===== src/rtl/rtype_exec.sv =====
// rtype_exec: R-type sequencer and sole writer of the 32x32 GPR file.
// Sequence: IDLE -> READ -> EXEC -> WB, one instruction per 4 cycles.
// Optional macro RTYPE_EXEC_MULT_EN: adds legal MULT (funct 0x18),
// a 32-cycle shift-add multiply in EXEC.
// Ports:
//   clk, rst           clock, sync active-high reset
//   instr_valid/ready  instruction handshake, instr = R-type word
//   gpr_addr_a/b       read addresses (latched rs/rt)
//   gpr_a/b            combinational read data
//   gpr_we/addr_c/c    single-cycle write-back port
//   done, illegal      WB pulse, illegal qualifies done
module rtype_exec (
  input  logic        clk,
  input  logic        rst,
  input  logic        instr_valid,
  output logic        instr_ready,
  input  logic [31:0] instr,
  output logic [4:0]  gpr_addr_a,
  output logic [4:0]  gpr_addr_b,
  input  logic [31:0] gpr_a,
  input  logic [31:0] gpr_b,
  output logic        gpr_we,
  output logic [4:0]  gpr_addr_c,
  output logic [31:0] gpr_c,
  output logic        done,
  output logic        illegal
);

  typedef enum logic [1:0] {
    S_IDLE,
    S_READ,
    S_EXEC,
    S_WB
  } state_t;

  localparam logic [5:0] F_SLL  = 6'h00;
  localparam logic [5:0] F_SRL  = 6'h02;
  localparam logic [5:0] F_SRA  = 6'h03;
  localparam logic [5:0] F_ADD  = 6'h20;
  localparam logic [5:0] F_SUB  = 6'h22;
  localparam logic [5:0] F_AND  = 6'h24;
  localparam logic [5:0] F_OR   = 6'h25;
  localparam logic [5:0] F_XOR  = 6'h26;
  localparam logic [5:0] F_NOR  = 6'h27;
  localparam logic [5:0] F_SLT  = 6'h2A;
  localparam logic [5:0] F_SLTU = 6'h2B;
`ifdef RTYPE_EXEC_MULT_EN
  localparam logic [5:0] F_MULT = 6'h18;
`endif

  state_t      state;
  state_t      state_nxt;
  logic [5:0]  op_q;
  logic [5:0]  funct_q;
  logic [4:0]  rs_q;
  logic [4:0]  rt_q;
  logic [4:0]  rd_q;
  logic [4:0]  sh_q;
  logic [31:0] a_q;
  logic [31:0] b_q;
  logic [31:0] res_q;
  logic        legal;
  logic [31:0] alu;
  logic        exec_done;

`ifdef RTYPE_EXEC_MULT_EN
  logic [4:0]  cnt_q;
  logic        is_mult;

  assign is_mult   = (op_q == 6'd0) && (funct_q == F_MULT);
  assign exec_done = !is_mult || (cnt_q == 5'd31);
`else
  assign exec_done = 1'b1;
`endif

  assign instr_ready = (state == S_IDLE);
  assign done        = (state == S_WB);
  assign illegal     = done && !legal;
  assign gpr_we      = done && legal && (rd_q != 5'd0) && !rst;
  assign gpr_addr_a  = rs_q;
  assign gpr_addr_b  = rt_q;
  assign gpr_addr_c  = rd_q;
  assign gpr_c       = res_q;

  always_comb begin
    legal = (op_q == 6'd0);
    alu   = '0;
    case (funct_q)
      F_ADD:  alu = a_q + b_q;
      F_SUB:  alu = a_q - b_q;
      F_AND:  alu = a_q & b_q;
      F_OR:   alu = a_q | b_q;
      F_XOR:  alu = a_q ^ b_q;
      F_NOR:  alu = ~(a_q | b_q);
      F_SLT:  alu = {31'd0, $signed(a_q) < $signed(b_q)};
      F_SLTU: alu = {31'd0, a_q < b_q};
      F_SLL:  alu = b_q << sh_q;
      F_SRL:  alu = b_q >> sh_q;
      F_SRA:  alu = $unsigned($signed(b_q) >>> sh_q);
`ifdef RTYPE_EXEC_MULT_EN
      F_MULT: alu = '0;
`endif
      default: legal = 1'b0;
    endcase
  end

  always_ff @(posedge clk) begin
    if (rst) begin
      state <= S_IDLE;
    end else begin
      state <= state_nxt;
    end
  end

  always_comb begin
    state_nxt = state;
    unique case (state)
      S_IDLE: if (instr_valid) state_nxt = S_READ;
      S_READ: state_nxt = S_EXEC;
      S_EXEC: if (exec_done) state_nxt = S_WB;
      S_WB:   state_nxt = S_IDLE;
      default: state_nxt = S_IDLE;
    endcase
  end

  always_ff @(posedge clk) begin
    if (rst) begin
      op_q    <= '0;
      funct_q <= '0;
      rs_q    <= '0;
      rt_q    <= '0;
      rd_q    <= '0;
      sh_q    <= '0;
      a_q     <= '0;
      b_q     <= '0;
      res_q   <= '0;
`ifdef RTYPE_EXEC_MULT_EN
      cnt_q   <= '0;
`endif
    end else begin
      unique case (state)
        S_IDLE: begin
          if (instr_valid) begin
            op_q    <= instr[31:26];
            rs_q    <= instr[25:21];
            rt_q    <= instr[20:16];
            rd_q    <= instr[15:11];
            sh_q    <= instr[10:6];
            funct_q <= instr[5:0];
          end
        end
        S_READ: begin
          a_q   <= gpr_a;
          b_q   <= gpr_b;
          // res_q doubles as the multiply accumulator
          res_q <= '0;
`ifdef RTYPE_EXEC_MULT_EN
          cnt_q <= '0;
`endif
        end
        S_EXEC: begin
`ifdef RTYPE_EXEC_MULT_EN
          if (is_mult) begin
            // a_q shifts up as multiplicand, b_q down as multiplier
            res_q <= res_q + (b_q[0] ? a_q : 32'd0);
            a_q   <= a_q << 1;
            b_q   <= b_q >> 1;
            cnt_q <= cnt_q + 5'd1;
          end else begin
            res_q <= alu;
          end
`else
          res_q <= alu;
`endif
        end
        S_WB: begin
        end
        default: begin
        end
      endcase
    end
  end

endmodule


===== config.mk =====
export PLATFORM = sky130hd
export DESIGN_NAME = rtype_exec
export DESIGN_NICKNAME = d
export VERILOG_FILES = /design/src/rtl/rtype_exec.sv
export SDC_FILE = /design/constraint.sdc
export NUM_CORES = 1
export LEC_CHECK = 0
export ABC_AREA = 1
export BUFFER_PORTS_ARGS = -buffer_cell sky130_fd_sc_hd__buf_2
export CORE_UTILIZATION = 56
export CTS_CLUSTER_SIZE = 24
export DETAILED_ROUTE_END_ITERATION = 8
export MAX_ROUTING_LAYER = met4
export PLACE_DENSITY = 0.79
export REMOVE_ABC_BUFFERS = 1
export SLEW_MARGIN = 20
export SYNTH_ARGS = -nofsm -noshare
export SYNTH_HDL_FRONTEND = slang
export SYNTH_SLANG_ARGS = --single-unit

===== constraint.sdc =====
create_clock -name clk -period 2 [get_ports clk]
set_clock_uncertainty 0.1 [all_clocks]
set_input_delay 0.1 -clock clk [delete_from_list [all_inputs] [get_ports clk]]
set_output_delay 0.1 -clock clk [all_outputs]
set_load 0.02 [all_outputs]

==> flow_metrics.tcl, run 1 <==
set metrics [dict create \
    grt_pass1_vias 30494 \
    chipHeight_um 165 \
    io_buffers 149 \
    cts-root-buf "clkbuf_16" \
    htree_levels 4 \
    avgSynthCellArea_sq_um 5.56 \
    ys_ff_latch 130 \
    synth_cells 2688 \
    rows 59 \
    overflow 829 \
    ys_seq_area_share_pct 17.4 \
    cts_buffer_depth 2 \
    synth_async_sr_flop_share_pct 0 \
    synth_ff_type "dfxtp_1" \
    stop_stage "5_1_grt" \
    run.stop_error "[ERROR GRT-0116] Global routing finished with congestion. Check the congestion regions in the DRC Viewer." \
    io_pins 150 \
    synth.distinct_cells 43 \
    status "aborted with a tool error" \
    grt_pass1_wl_um 184000 \
    initial_utilization_pct 57.1 \
    synth.yosys.warnings 0 \
    numCtsBuffers 17 \
    dieWidth_um 165 \
    synth_edf_count 0 \
    cts_sinks 130 \
    globalplace.congestion 1.27 \
    grt_max_degree 62 \
    dpl.hpwl_um 53100 \
    grtUsageTotal_pct 89.7 \
    pre_cts_ws_ns -0.513 \
    synth.cell_area_sq_um 14900 \
]
-- what timing repair did --
item,4_1_cts
pin swaps,206
gates resized for setup,640
setup buffers,43
hold buffers,97
hold endpoints to repair,98
gates cloned,5
setup endpoints to repair,34
-- kinds of logic after synthesis --
kind of cell    share of synthesized area (%)
simple gates                             47.3
buf+inv                                  11.7
flops                                    17.4
fa+ha+maj                                9.23
xor+xnor                                0.117
compound gates                           14.2
-- routing by layer --
layer | GRT overflow | global-route usage (%)
met5 | - | -
met3 | 43 | 76.8
met1 | 51 | 84.2
met4 | 202 | 92.9
met2 | 533 | 105
-- through the flow --
stage,std cells,hold WS [ns],instance area [sq um]
2_1_floorplan,2552,0.0691,14300
3_3_place_gp,3576,0.250,19800
3_5_place_dp,3576,0.254,19800
4_1_cts,3747,0.0343,24000
-- synthesized netlist by cell type (6+ instances only) --
cell type    n  area share [%]
dfxtp_1    130              17
nand4_1     33             1.4
a211oi_1    80             4.0
nor2_1     272             6.8
inv_1      291             7.3
nand2_1    877              22
clkbuf_1    61             1.5
nor3_1      24            0.80
buf_2       46             1.5
o21ai_0     59             2.0
buf_1       13            0.33
o211ai_1    30             1.5
o21ai_1      8            0.27
ha_1       107             9.0
o21bai_1    13            0.65
nand3_1    412              14
inv_2        7            0.18
a21oi_1    130             4.4
and2_1      12            0.50
buf_4        9            0.45
nor2_4       6            0.45
o22ai_1     14            0.59
nand3b_1     7            0.35
==> run 2, diff against run 1 <==
--- a/config.mk
+++ b/config.mk
@@ -7,11 +7,9 @@
 export LEC_CHECK = 0
 export ABC_AREA = 1
 export BUFFER_PORTS_ARGS = -buffer_cell sky130_fd_sc_hd__buf_2
-export CORE_UTILIZATION = 56
-export CTS_CLUSTER_SIZE = 24
+export CORE_UTILIZATION = 40
 export DETAILED_ROUTE_END_ITERATION = 8
-export MAX_ROUTING_LAYER = met4
-export PLACE_DENSITY = 0.79
+export PLACE_DENSITY_LB_ADDON = 0.15
 export REMOVE_ABC_BUFFERS = 1
 export SLEW_MARGIN = 20
 export SYNTH_ARGS = -nofsm -noshare
==> constraint.sdc (replaced) <==
create_clock -name clk -period 2.6 [get_ports clk]
set_clock_uncertainty 0.1 [all_clocks]
set_input_delay 0.13 -clock clk [delete_from_list [all_inputs] [get_ports clk]]
set_output_delay 0.13 -clock clk [all_outputs]
set_load 0.02 [all_outputs]
==> flow_metrics.tcl, run 2 <==
set metrics [dict create \
    drt_iter0_drc 2530 \
    ys_top_cells_by_area "nand2_1 22%, dfxtp_1 17%, nand3_1 14%, ha_1 9.0%, inv_1 7.3%" \
    syn2layout_area_growth_pct 41.3 \
    period_needed_ns 2.55 \
    dieArea_sq_um 38100 \
    io_buffers 149 \
    synth.yosys.warnings 0 \
    grt_pass1_vias 18767 \
    drv_cap 0 \
    synth_edf_count 0 \
    layout_commonest_cell "nand2_1" \
    ys_ff_latch 130 \
    tritoncts "done" \
    design.core.area_sq_um 36700 \
    comb_power_share_pct 78.8 \
    swShare_pct 54.4 \
    critPathLaunchType "flop" \
    critPathCaptureType "flop" \
    cts_sinks 130 \
    synth_top_area_cell "nand2_1" \
    worstHoldPathType "in2reg" \
    worstPathMaxFanout 4 \
    dieWidth_um 195 \
    layout.nets 3427 \
    synth_ff_type "dfxtp_1" \
    dpl.hpwl_um 61600 \
    intPower_uw 12800 \
    final_layout_size_suffix_gt1_share_pct 22.7 \
    drc_errors 0 \
    ys_seq_area_share_pct 17.4 \
    fmax_ghz 0.392 \
    globalplace.congestion 1.09 \
    status "complete, no violations" \
    setup_viol 0 \
    p_seq_share_pct 10.5 \
    worstPathRequired_ns 2.81 \
    final_cell_mix "855 x nand2_1, 405 x nand3_1, 384 x buf_4" \
    max_slew_margin_pct 39.6 \
    ir_drop_v 0.000893 \
    grt_pass1_wl_um 113000 \
    wl_per_cell_um 20.9 \
    insertion_delay_ns 0.47 \
    worstMarginPinSlew_ns 0.906 \
    htree_levels 4 \
    num_antenna_cells 0 \
    viasPerCell 5.53 \
    cp_data_arrival_time_ns 2.76 \
    finalHoldViolations 0 \
    grtUsageTotal_pct 39.8 \
    cts_buffer_depth 2 \
    synth.cell_area_sq_um 14900 \
    pwr_density_cell_nw_per_um2 1330 \
    grt_antenna_before_repair 0 \
    slew_viol_final 0 \
    synth.distinct_cells 43 \
    synth_cells 2688 \
    fin_cells 3699 \
    vias 20460 \
    utilization_pct 57.5 \
    min_period_over_period_pct 98.2 \
    avgSynthCellArea_sq_um 5.56 \
    synth_top_area_share_pct 22.0 \
    numCtsBuffers 17 \
    dp_cells 3566 \
    rsz0062_at_grt "true" \
    chipHeight_um 195 \
    cts-root-buf "clkbuf_16" \
    initial_utilization_pct 40.7 \
    grt_max_degree 73 \
    p_leak_uw 0.0107 \
    firstDrtPassIters 8 \
    overflow 0 \
    crit_type "reg2reg" \
    yosys-top-cells-count "877 x nand2_1, 412 x nand3_1, 291 x inv_1, 272 x nor2_1" \
    synth_async_sr_flop_share_pct 0 \
    rows 70 \
    clkTransAtPathRegs_ns 0.07 \
    synth_most_common_cell "nand2_1" \
    wirelength_um 77400 \
    switching_power_uw 15300 \
    p_clk_share_pct 10.8 \
    io_pins 150 \
    drtAntennaViolNets 0 \
]
-- run 2: layout make-up --
class,count,area (sq um)
inverter,298,1120
fill,3713,15600
multi-input combinational,2124,11100
clock buffer,19,443
clock inverter,12,253
tap,468,586
sequential,130,2620
timing repair buffer,648,4990
-- run 2: timing repair --
item,4_1_cts,5_1_grt
hold buffers,97,0
buffers inserted,0,5
endpoints found under the hold margin,98,0
pin swaps,1,17
endpoints found under the setup margin,9,28
resized for setup,16,133
-- run 2: critical path, stage by stage (launching register included) --
cell and delay [ns]:
dfxtp_1 0.34, inv_1 0.08, ha_1 0.33, inv_1 0.10, nand2_1 0.09, nand2_1 0.05, nand2_1 0.06, nand3_1 0.17
buf_4 0.20, nand2_1 0.07, nand3_1 0.24, nand2_1 0.19, nand3_1 0.09, nand3_1 0.09, nand3_1 0.07, nand2_1 0.07
a21oi_1 0.06
-- run 2: final timing paths --
check | startpoint | end | slack (ns) | depth (start not counted)
worst max register to register | b_q[2] | gpr_c[29] | 0.05 | 16
worst max-delay path | b_q[2] | gpr_c[29] | 0.05 | 16
worst min register to register | gpr_c[2] | gpr_c[2] | 0.36 | 2
worst min-delay path | rst | op_q[5] | 0.14 | 2
-- run 2: cells by family (layout without fill, tap and decap cells) --
kind of cell    Yosys count  in the layout  synth area share (%)
compound gates          348            348                  14.2
xor+xnor                  2              2                 0.117
fa+ha+maj               109            109                  9.23
buf+inv                 434            977                  11.7
flops                   130            130                  17.4
simple gates           1665           1665                  47.3
-- run 2: power by group through the flow --
stage | registers, uW | clock network (uW) | logic [uW]
2_1_floorplan | 3250 | 0 | 10300
3_5_place_dp | 2940 | 0 | 20300
4_1_cts | 2910 | 3060 | 20600
5_1_grt | 3010 | 3120 | 23800
6_report | 2950 | 3030 | 22200
3_3_place_gp | 2910 | 0 | 20200
-- run 2: per-stage QoR --
| stage | cell area (sq um) | power (uW) | hold WS (ns) | TNS, ns | setup slack [ns] |
|---|---|---|---|---|---|
| 3_3_place_gp | 18900 | 23100 | 0.279 | -0.416 | -0.125 |
| 3_5_place_dp | 18900 | 23200 | 0.285 | -0.369 | -0.0733 |
| 2_1_floorplan | 14300 | 13500 | 0.0991 | -45.57 | -0.917 |
| 6_report | 21100 | 28100 | 0.142 | 0 | 0.0475 |
| 5_1_grt | 21100 | 29900 | 0.198 | -0.117 | -0.0370 |
| 4_1_cts | 20600 | 26600 | 0.161 | -0.0278 | -0.0213 |
-- run 2: per-layer routing --
metal	global-route usage [%]	vias up	share of wire [%]
li1	-	9810	-
met1	54.2	9387	44
met2	60.2	1089	42
met3	7.75	174	9.4
met4	18.4	0	4.6
met5	0	-	0
No activity file was read; power rests on OpenSTA's default activity.
